**src/rtl/fp_mul_div_pkg.sv**
```systemverilog
// rtl/fp_mul_div_pkg.sv - shared types and constants for the single-precision multiply/divide unit
package fp_mul_div_pkg;
    localparam int EXP_W = 8;
    localparam int MAN_W = 23;
    localparam int SIG_W = MAN_W + 1;
    localparam int BIAS  = 127;

    localparam logic [31:0] QNAN    = 32'h7FC0_0000;
    localparam logic [31:0] POS_INF = 32'h7F80_0000;

    typedef enum logic [2:0] {
        S_IDLE,
        S_UNPACK,
        S_CALC,
        S_ROUND,
        S_DONE
    } state_t;

    typedef struct packed {
        logic io;
        logic dz;
        logic of;
        logic uf;
        logic nx;
    } flags_t;
endpackage

```
**src/rtl/fp_div_iter.sv**
```systemverilog
// rtl/fp_div_iter.sv - radix-2 restoring significand divider, one quotient bit per cycle
module fp_div_iter
    import fp_mul_div_pkg::*;
#(
    parameter int DIV_ITERS = 26
) (
    input  logic             clk,
    input  logic             arst,
    input  logic             start,
    input  logic [SIG_W-1:0] dividend,
    input  logic [SIG_W-1:0] divisor,
    output logic [SIG_W+1:0] quotient,
    output logic             sticky,
    output logic             done
);
    localparam int CNT_W = $clog2(DIV_ITERS + 1);

    logic [SIG_W:0]   rem;
    logic [SIG_W:0]   diff;
    logic [SIG_W-1:0] dvs;
    logic [SIG_W+1:0] q;
    logic [CNT_W-1:0] cnt;
    logic             running;
    logic             ge;

    always_comb begin
        ge   = (rem >= {1'b0, dvs});
        diff = ge ? (rem - {1'b0, dvs}) : rem;
    end

    // A dividend smaller than the divisor is pre-doubled so the first quotient bit is always 1
    always_ff @(posedge clk or negedge arst) begin
        if (!arst) begin
            rem     <= '0;
            dvs     <= '0;
            q       <= '0;
            cnt     <= '0;
            running <= 1'b0;
        end else if (start) begin
            rem     <= (dividend < divisor) ? {dividend, 1'b0} : {1'b0, dividend};
            dvs     <= divisor;
            q       <= '0;
            cnt     <= '0;
            running <= 1'b1;
        end else if (running) begin
            rem <= diff << 1;
            q   <= {q[SIG_W:0], ge};
            cnt <= cnt + 1'b1;
            if (cnt == CNT_W'(DIV_ITERS - 1)) running <= 1'b0;
        end
    end

    assign quotient = q;
    assign sticky   = |rem;
    assign done     = running && (cnt == CNT_W'(DIV_ITERS - 1));
endmodule

```
**src/rtl/fp_mul_div.sv**
```systemverilog
// rtl/fp_mul_div.sv - fixed-latency IEEE-754 single-precision multiply/divide with RNE rounding
module fp_mul_div
    import fp_mul_div_pkg::*;
#(
    parameter int DIV_ITERS = 26
) (
    input  logic        clk,
    input  logic        arst,
    input  logic        en,
    input  logic        sel,
    input  logic [31:0] a,
    input  logic [31:0] b,
    output logic        busy,
    output logic        done,
    output logic [31:0] R,
    output logic        io_flag,
    output logic        dz_flag,
    output logic        of_flag,
    output logic        uf_flag,
    output logic        i_flag
);
    localparam logic signed [9:0] BIAS_S = 10'(BIAS);

    state_t state, state_nxt;
    logic [31:0] cap_a, cap_b;
    logic        cap_sel;

    logic [EXP_W-1:0] ea, eb;
    logic [SIG_W-1:0] ma, mb;
    logic a_zero, b_zero, a_inf, b_inf, a_nan, b_nan, res_sign, div_pre;
    logic signed [9:0] ea_s, eb_s, exp_unp;

    assign ea       = cap_a[MAN_W+EXP_W-1:MAN_W];
    assign eb       = cap_b[MAN_W+EXP_W-1:MAN_W];
    assign ma       = {1'b1, cap_a[MAN_W-1:0]};
    assign mb       = {1'b1, cap_b[MAN_W-1:0]};
    assign a_zero   = (ea == '0);
    assign b_zero   = (eb == '0);
    assign a_inf    = (ea == '1) && (cap_a[MAN_W-1:0] == '0);
    assign b_inf    = (eb == '1) && (cap_b[MAN_W-1:0] == '0);
    assign a_nan    = (ea == '1) && (cap_a[MAN_W-1:0] != '0);
    assign b_nan    = (eb == '1) && (cap_b[MAN_W-1:0] != '0);
    assign res_sign = cap_a[31] ^ cap_b[31];
    assign div_pre  = (ma < mb);
    assign ea_s     = signed'({2'b00, ea});
    assign eb_s     = signed'({2'b00, eb});
    assign exp_unp  = cap_sel ? (ea_s - eb_s + BIAS_S - signed'({9'd0, div_pre}))
                              : (ea_s + eb_s - BIAS_S);

    logic        spec_hit, spec_io, spec_dz;
    logic [31:0] spec_val;

    // Special operands resolve during UNPACK but still ride the normal pipeline for fixed latency
    always_comb begin
        spec_hit = 1'b1;
        spec_val = {res_sign, 31'd0};
        spec_io  = 1'b0;
        spec_dz  = 1'b0;
        if (a_nan || b_nan) begin
            spec_val = QNAN;
            spec_io  = 1'b1;
        end else if (!cap_sel) begin
            if ((a_zero && b_inf) || (a_inf && b_zero)) begin
                spec_val = QNAN;
                spec_io  = 1'b1;
            end else if (a_inf || b_inf) begin
                spec_val = {res_sign, POS_INF[30:0]};
            end else if (!(a_zero || b_zero)) begin
                spec_hit = 1'b0;
            end
        end else begin
            if ((a_zero && b_zero) || (a_inf && b_inf)) begin
                spec_val = QNAN;
                spec_io  = 1'b1;
            end else if (a_inf) begin
                spec_val = {res_sign, POS_INF[30:0]};
            end else if (b_zero && !a_zero) begin
                spec_val = {res_sign, POS_INF[30:0]};
                spec_dz  = 1'b1;
            end else if (!(b_inf || a_zero)) begin
                spec_hit = 1'b0;
            end
        end
    end

    logic              r_sign, r_spec_hit, r_spec_io, r_spec_dz;
    logic [31:0]       r_spec_val;
    logic signed [9:0] r_exp;
    logic [SIG_W-1:0]  r_ma, r_mb;
    logic [47:0]       prod;
    logic [SIG_W+1:0]  quot;
    logic              div_sticky, div_done;

    fp_div_iter #(.DIV_ITERS(DIV_ITERS)) u_div (
        .clk      (clk),
        .arst     (arst),
        .start    ((state == S_UNPACK) && cap_sel),
        .dividend (ma),
        .divisor  (mb),
        .quotient (quot),
        .sticky   (div_sticky),
        .done     (div_done)
    );

    logic [SIG_W-1:0]  m24;
    logic              g_bit, r_bit, s_bit, rnd_up;
    logic signed [9:0] e_pre, e_fin;
    logic [SIG_W:0]    m_sum;
    logic [MAN_W-1:0]  m_fin;
    logic [31:0]       res_r;
    flags_t            res_f, flg;

    always_comb begin
        m24   = prod[46:23];
        g_bit = prod[22];
        r_bit = prod[21];
        s_bit = |prod[20:0];
        e_pre = r_exp;
        if (cap_sel) begin
            m24   = quot[SIG_W+1:2];
            g_bit = quot[1];
            r_bit = quot[0];
            s_bit = div_sticky;
        end else if (prod[47]) begin
            m24   = prod[47:24];
            g_bit = prod[23];
            r_bit = prod[22];
            s_bit = |prod[21:0];
            e_pre = r_exp + 10'sd1;
        end
        rnd_up = g_bit & (r_bit | s_bit | m24[0]);
        m_sum  = {1'b0, m24} + {{SIG_W{1'b0}}, rnd_up};
        if (m_sum[SIG_W]) begin
            e_fin = e_pre + 10'sd1;
            m_fin = m_sum[MAN_W:1];
        end else begin
            e_fin = e_pre;
            m_fin = m_sum[MAN_W-1:0];
        end
        res_f = '0;
        if (r_spec_hit) begin
            res_r    = r_spec_val;
            res_f.io = r_spec_io;
            res_f.dz = r_spec_dz;
        end else if (e_fin >= 10'sd255) begin
            res_r    = {r_sign, POS_INF[30:0]};
            res_f.of = 1'b1;
            res_f.nx = 1'b1;
        end else if (e_fin <= 10'sd0) begin
            res_r    = {r_sign, 31'd0};
            res_f.uf = 1'b1;
            res_f.nx = 1'b1;
        end else begin
            res_r    = {r_sign, e_fin[EXP_W-1:0], m_fin};
            res_f.nx = g_bit | r_bit | s_bit;
        end
    end

    always_comb begin
        state_nxt = state;
        case (state)
            S_IDLE:   if (en) state_nxt = S_UNPACK;
            S_UNPACK: state_nxt = S_CALC;
            S_CALC:   if (!cap_sel || div_done) state_nxt = S_ROUND;
            S_ROUND:  state_nxt = S_DONE;
            S_DONE:   state_nxt = S_IDLE;
            default:  state_nxt = S_IDLE;
        endcase
    end

    always_ff @(posedge clk or negedge arst) begin
        if (!arst) begin
            state      <= S_IDLE;
            cap_a      <= '0;
            cap_b      <= '0;
            cap_sel    <= 1'b0;
            r_sign     <= 1'b0;
            r_exp      <= '0;
            r_ma       <= '0;
            r_mb       <= '0;
            r_spec_hit <= 1'b0;
            r_spec_val <= '0;
            r_spec_io  <= 1'b0;
            r_spec_dz  <= 1'b0;
            prod       <= '0;
            R          <= '0;
            flg        <= '0;
        end else begin
            state <= state_nxt;
            if (state == S_IDLE && en) begin
                cap_a   <= a;
                cap_b   <= b;
                cap_sel <= sel;
            end
            if (state == S_UNPACK) begin
                r_sign     <= res_sign;
                r_exp      <= exp_unp;
                r_ma       <= ma;
                r_mb       <= mb;
                r_spec_hit <= spec_hit;
                r_spec_val <= spec_val;
                r_spec_io  <= spec_io;
                r_spec_dz  <= spec_dz;
            end
            if (state == S_CALC) prod <= {24'd0, r_ma} * {24'd0, r_mb};
            if (state == S_ROUND) begin
                R   <= res_r;
                flg <= res_f;
            end
        end
    end

    assign busy    = (state != S_IDLE);
    assign done    = (state == S_DONE);
    assign io_flag = flg.io;
    assign dz_flag = flg.dz;
    assign of_flag = flg.of;
    assign uf_flag = flg.uf;
    assign i_flag  = flg.nx;
endmodule

```
**config.mk**
```make
export PLATFORM = sky130hd
export DESIGN_NAME = fp_mul_div
export DESIGN_NICKNAME = d
export VERILOG_FILES = /design/src/rtl/fp_mul_div_pkg.sv /design/src/rtl/fp_div_iter.sv /design/src/rtl/fp_mul_div.sv
export SDC_FILE = /design/constraint.sdc
export NUM_CORES = 2
export LEC_CHECK = 0
export CORE_MARGIN = 1.5
export CORE_UTILIZATION = 52
export CTS_BUF_LIST = sky130_fd_sc_hd__clkbuf_8
export DETAILED_ROUTE_END_ITERATION = 12
export GPL_TIMING_DRIVEN = 0
export PLACE_DENSITY = 0.72
export SLEW_MARGIN = 20
export SYNTH_ARGS = -nofsm -noshare
export SYNTH_HDL_FRONTEND = slang
export SYNTH_SLANG_ARGS = --single-unit
export TNS_END_PERCENT = 100
```
**constraint.sdc**
```tcl
create_clock -name clk -period 7.2 [get_ports clk]
set_input_delay 1.44 -clock clk [delete_from_list [all_inputs] [get_ports clk]]
set_output_delay 1.44 -clock clk [all_outputs]
set_load 0.01 [all_outputs]
```
### After elaboration in Yosys (flattened, before gate mapping)

Index checks and enable logic that the tools add are counted.

| operators by class | value |
|---|---|
| add/sub/neg operators | 10 |
| multiply operators | 1 |
| $lt $le $gt $ge | 4 |
| eq/ne operators | 9 |
| multiplexer cells | 62 |
| bitwise logic cells | 6 |
| reduce and logical (&&, ||, !) cells | 34 |

Operator list:

| cell | number |
|---|---|
| 2-to-1 mux 32 bit | 5 |
| 2-to-1 mux 31 bit | 5 |
| 2-to-1 mux 25 bit | 3 |
| 2-to-1 mux 24 bit | 3 |
| 2-to-1 mux 26 bit | 2 |
| multiplier 24 x 24 -> 48 bit | 1 |
| logical NOT 23 bit | 2 |
| nonzero test 23 bit | 2 |
| 2-to-1 mux 10 bit | 4 |
| 2-to-1 mux 1 bit | 32 |
| adder 24 x 1 -> 25 bit | 1 |
| greater-or-equal comparator 25 x 24 -> 1 bit | 1 |
| OR reduction 25 bit | 1 |
| less-than comparator 24 bit | 1 |
| subtractor 24 bit | 1 |
| 2-to-1 mux 23 bit | 1 |
| OR reduction 22 bit | 1 |
| OR reduction 21 bit | 1 |
| adder 10 x 2 -> 10 bit (second input constant) | 2 |
| == test 8 bit (second input constant) | 2 |
| logical NOT 8 bit | 2 |
| logical AND 1 bit | 12 |
| one-hot mux 3 bit (4 select lines) | 1 |
| adder 9 x 8 -> 10 bit (second input constant) | 1 |
| 24 further kinds | 39 |

| word-level totals | value |
|---|---|
| register bits after elaboration | 328 |
| input port bits | 68 |
| output and inout port bits | 39 |
| word-level logic and storage cells | 150 |

### Depth between registers and ports, before layout

| logic depth | value |
|---|---|
| depth after elaboration | 12 |
| mapped depth | 28 |

### Modules after synthesis

Synthesis repeated with hierarchy kept, for this count alone.

| unflattened totals | value |
|---|---|
| cell total of the unflattened synthesis | 4022 |
| area, all modules | 36287.3 um^2 |

Modules (own cells, without submodules):

| module | times used | cells an instance | area an instance (um^2) | sequential area each (um^2) |
|---|---|---|---|---|
| fp_mul_div | 1 | 3388 | 30509.3 | 5405.2 |
| fp_div_iter | 1 | 634 | 5778.0 | 2026.9 |

### Worst setup path after synthesis

OpenSTA, ideal clock, no wires.

| path | value |
|---|---|
| kind | reg2reg |
| start point | register r_ma[10] |
| end point | register prod[47] |
| arrival | 6.946 ns |
| path slack | 0.126 ns |
| stages on the path, launching flop included | 27 |
| path buffers | 1 |
| clock period less this slack | 7.074 ns |
| cell sequence | dfrtp_1 clkbuf_1 nand2_1 fa_1 fa_1 inv_1 fa_1 inv_1 fa_1 inv_1 fa_1 fa_1 inv_1 fa_1 inv_1 ha_1 a21o_1 a21o_1 a21o_1 or3_1 a21oi_1 o21ai_1 a2111oi_0 o31ai_1 a41oi_1 xnor2_1 o21ai_1 |

| on the way | value |
|---|---|
| longest elaborated chain between the ends | 1 |

RTL lines:

| item | line | source |
|---|---|---|
| start: declaration | fp_mul_div.sv:89 | `logic [SIG_W-1:0] r_ma, r_mb;` |
| start signal: assignment | fp_mul_div.sv:198 | `r_ma <= ma;` |
| multiplier 24 x 24 -> 48 bit | fp_mul_div.sv:205 | `if (state == S_CALC) prod <= {24'd0, r_ma} * {24'd0, r_mb};` |
| end signal: assignment | fp_mul_div.sv:205 |  |
| end: declaration | fp_mul_div.sv:90 | `logic [47:0] prod;` |

No other way between the ends.
A chain may end at the register's enable or synchronous reset.

### Worst setup path after layout

| path | value |
|---|---|
| start point | register r_ma[11] |
| end point | register prod[47] |

Same word-level chain as after synthesis.

==> out/results.ini <==
[sta]
fin_crit_sh_pct=101
maxSlewHeadroom_pct=23.9
setup_viol=2
hold_violations=0
rsz0062_at_grt=yes
hold_slack_ns=0.472
tightest_slew_ns=1.14
period_needed_ns=7.28
clock-skew-final_ns=0.0529
fmax_mhz=137
drv_slew=0
layout_setup_ws_ns=-0.0825

[outcome]
violations=negative setup slack
status=finished, violations left

[worst_setup_path]
slowest_delay_ns=0.53
cpMaxStageDelayCell=fa_1
start_kind=flip-flop
endpoint_kind=flip-flop
crit_family=adder cells
crit_path_max_fanout=4
crit_buf_inv=5
cp_common_cell=fa_1
required_ns=7.70
criticalPathCategory=reg2reg
cp.arrival_ns=7.79

[die]
start_util_pct=52.5
die_h_um=263
io_pins=107
rows=95
dieArea_um2=69200
core_um2=67000
fp.dieW_um=263

[layout]
num-nets-final=4918
layout_common_cells=inv_1, nand2_1, fa_1, and2_1, dfrtp_1
final_common_cell=inv_1
drive_above_1_share_pct=11.1
area_delta_synth_final_pct=14.9

[clock_tree]
root_buffer=clkbuf_8
cts_tree=done
clock_path_buffers=3
htree_levels=2
cts-buffers-inserted=53
path_clk_slew_ns=0.07
cts_sinks=297
clkLatencyLatePin_ns=0.68

[run]
maxCapViolCount=0

[global_route]
grt_pass1_vias=28800
grt_max_degree=95
grt_pass1_wl_mm=175
grtUsageTotal_pct=33.6
antenna_found_initial=5
grt_remaining_overflow=0

[min_path]
hp-class=reg2reg

[drt]
vias=28900
drt-initial-drc-count=2655
antenna_left=0
drc=0
drt-wirelength-per-cell_um=23.2
vias_per_cell=5.75
first_pass_iters=7
routed_wl_mm=116

[yosys]
yosysUniqueCellTypes=90
synthFlopType=dfrtp_1
async_reset_ff_share_pct=100
syn_area_um2=35200
ys_seq_area_share_pct=21.1
ys_ff_latch=297
synth_warnings=0
synthCells=3866
synth_edf_count=0
syn_avg_cell_area_um2=9.10
postSynthNetCount=4677

[placement]
io_buffers=106
gp_congestion=1.04
dp_hpwl_mm=90.3

==> worst paths after layout <==
check                               from            end  slack, ns  cells past startpoint
max                             r_ma[11]       prod[47]      -0.08                     25
min                        u_div.dvs[23]  u_div.dvs[23]       0.47                      2
max reg2reg                     r_ma[11]       prod[47]      -0.08                     25
min reg2reg                u_div.dvs[23]  u_div.dvs[23]       0.47                      2
max in group asynchronous           arst       r_ma[21]       5.60                      2
min in group asynchronous           arst           R[5]       0.72                      1
==> metal layers <==
metal / track usage (%) / vias up / share of wire (%)
met2: 50.6 / 1543 / 44
met1: 45.7 / 14300 / 40
met5: 0 / - / 0.031
met4: 15.7 / 6 / 5.4
li1: - / 12700 / -
met3: 8.39 / 360 / 11
==> repair_timing <==
item,4_1_cts,5_1_grt
setup endpoints to repair,29,17
gates resized for setup,311,100
pin swaps,31,29
hold buffers,0,0
buffers inserted,45,31
gates cloned,1,2
==> stage by stage <==
step | cells | area, um^2 | setup TNS (ns) | worst slack [ns] | util (%)
floorplan | 3866 | 35200 | 0 | 0.126 | -
global placement | 4845 | 37300 | -2484.39 | -8.35 | 55.7
detailed placement | 4848 | 37400 | -20.91 | -1.53 | 55.8
CTS | 4986 | 39900 | -0.0260 | -0.0260 | 59.5
global route | 5021 | 40400 | -0.648 | -0.190 | 60.3
finish | 5021 | 40400 | -0.138 | -0.0825 | 60.3
==> synth_stat cells, types with 21 or more instances <==
master,n,share of area [%]
clkbuf_1,167,1.8
nand3_1,23,0.33
inv_1,650,6.9
mux2i_1,75,2.1
nor4_1,28,0.50
nand2_1,603,6.4
xor2_1,53,1.3
a22o_1,23,0.57
nor2_1,112,1.2
mux2_2,46,1.5
xnor2_1,65,1.6
a21o_1,52,1.1
nor3_1,31,0.44
a21oi_1,114,1.6
fa_1,486,28
nand4_1,21,0.37
o21ai_0,198,2.8
ha_1,257,9.1
and2_1,295,5.2
dfrtp_1,297,21
==> state kept, by name, summed over array words and instances, names as in the netlist, 3 cells and up <==
signal and flops:
prod 48, R 32, state 3, cap_b 32, r_mb 23, u_div.quotient 26
u_div.cnt 5, r_exp 10, r_spec_val 3, cap_a 32, u_div.rem 25, u_div.dvs 24
r_ma 24
==> layout make-up <==
| type | instances | area, um^2 |
|---|---|---|
| flip-flops and latches | 297 | 7490 |
| well taps | 873 | 1090 |
| clock inverters | 25 | 160 |
| multi-input cells | 2729 | 24900 |
| plain buffers | 185 | 1510 |
| repair buffers | 188 | 1870 |
| inverters | 653 | 2450 |
| fillers | 5801 | 26600 |
| diodes | 2 | 5.00 |
| clock buffers | 69 | 950 |
==> kinds of logic (layout without fill, tap and decap cells) <==
logic type	Yosys count	in the layout	synth area share, %
fa+ha+maj	743	743	36.8
other cells	0	2	0
buf+inv	840	1120	9.16
compound gates	525	525	9.13
xor+xnor	121	121	3.11
mux	131	131	3.99
simple gates	1209	1209	16.7
flops	297	297	21.1
==> tightest hold or removal path, cell delays in order (launching register included) <==
cell and delay, ns:
dfrtp_1 0.33, inv_1 0.06, nand2_1 0.05
Power is not shown: default switching activity piles up to over one toggle a cycle in this logic, so the estimate is an artifact.
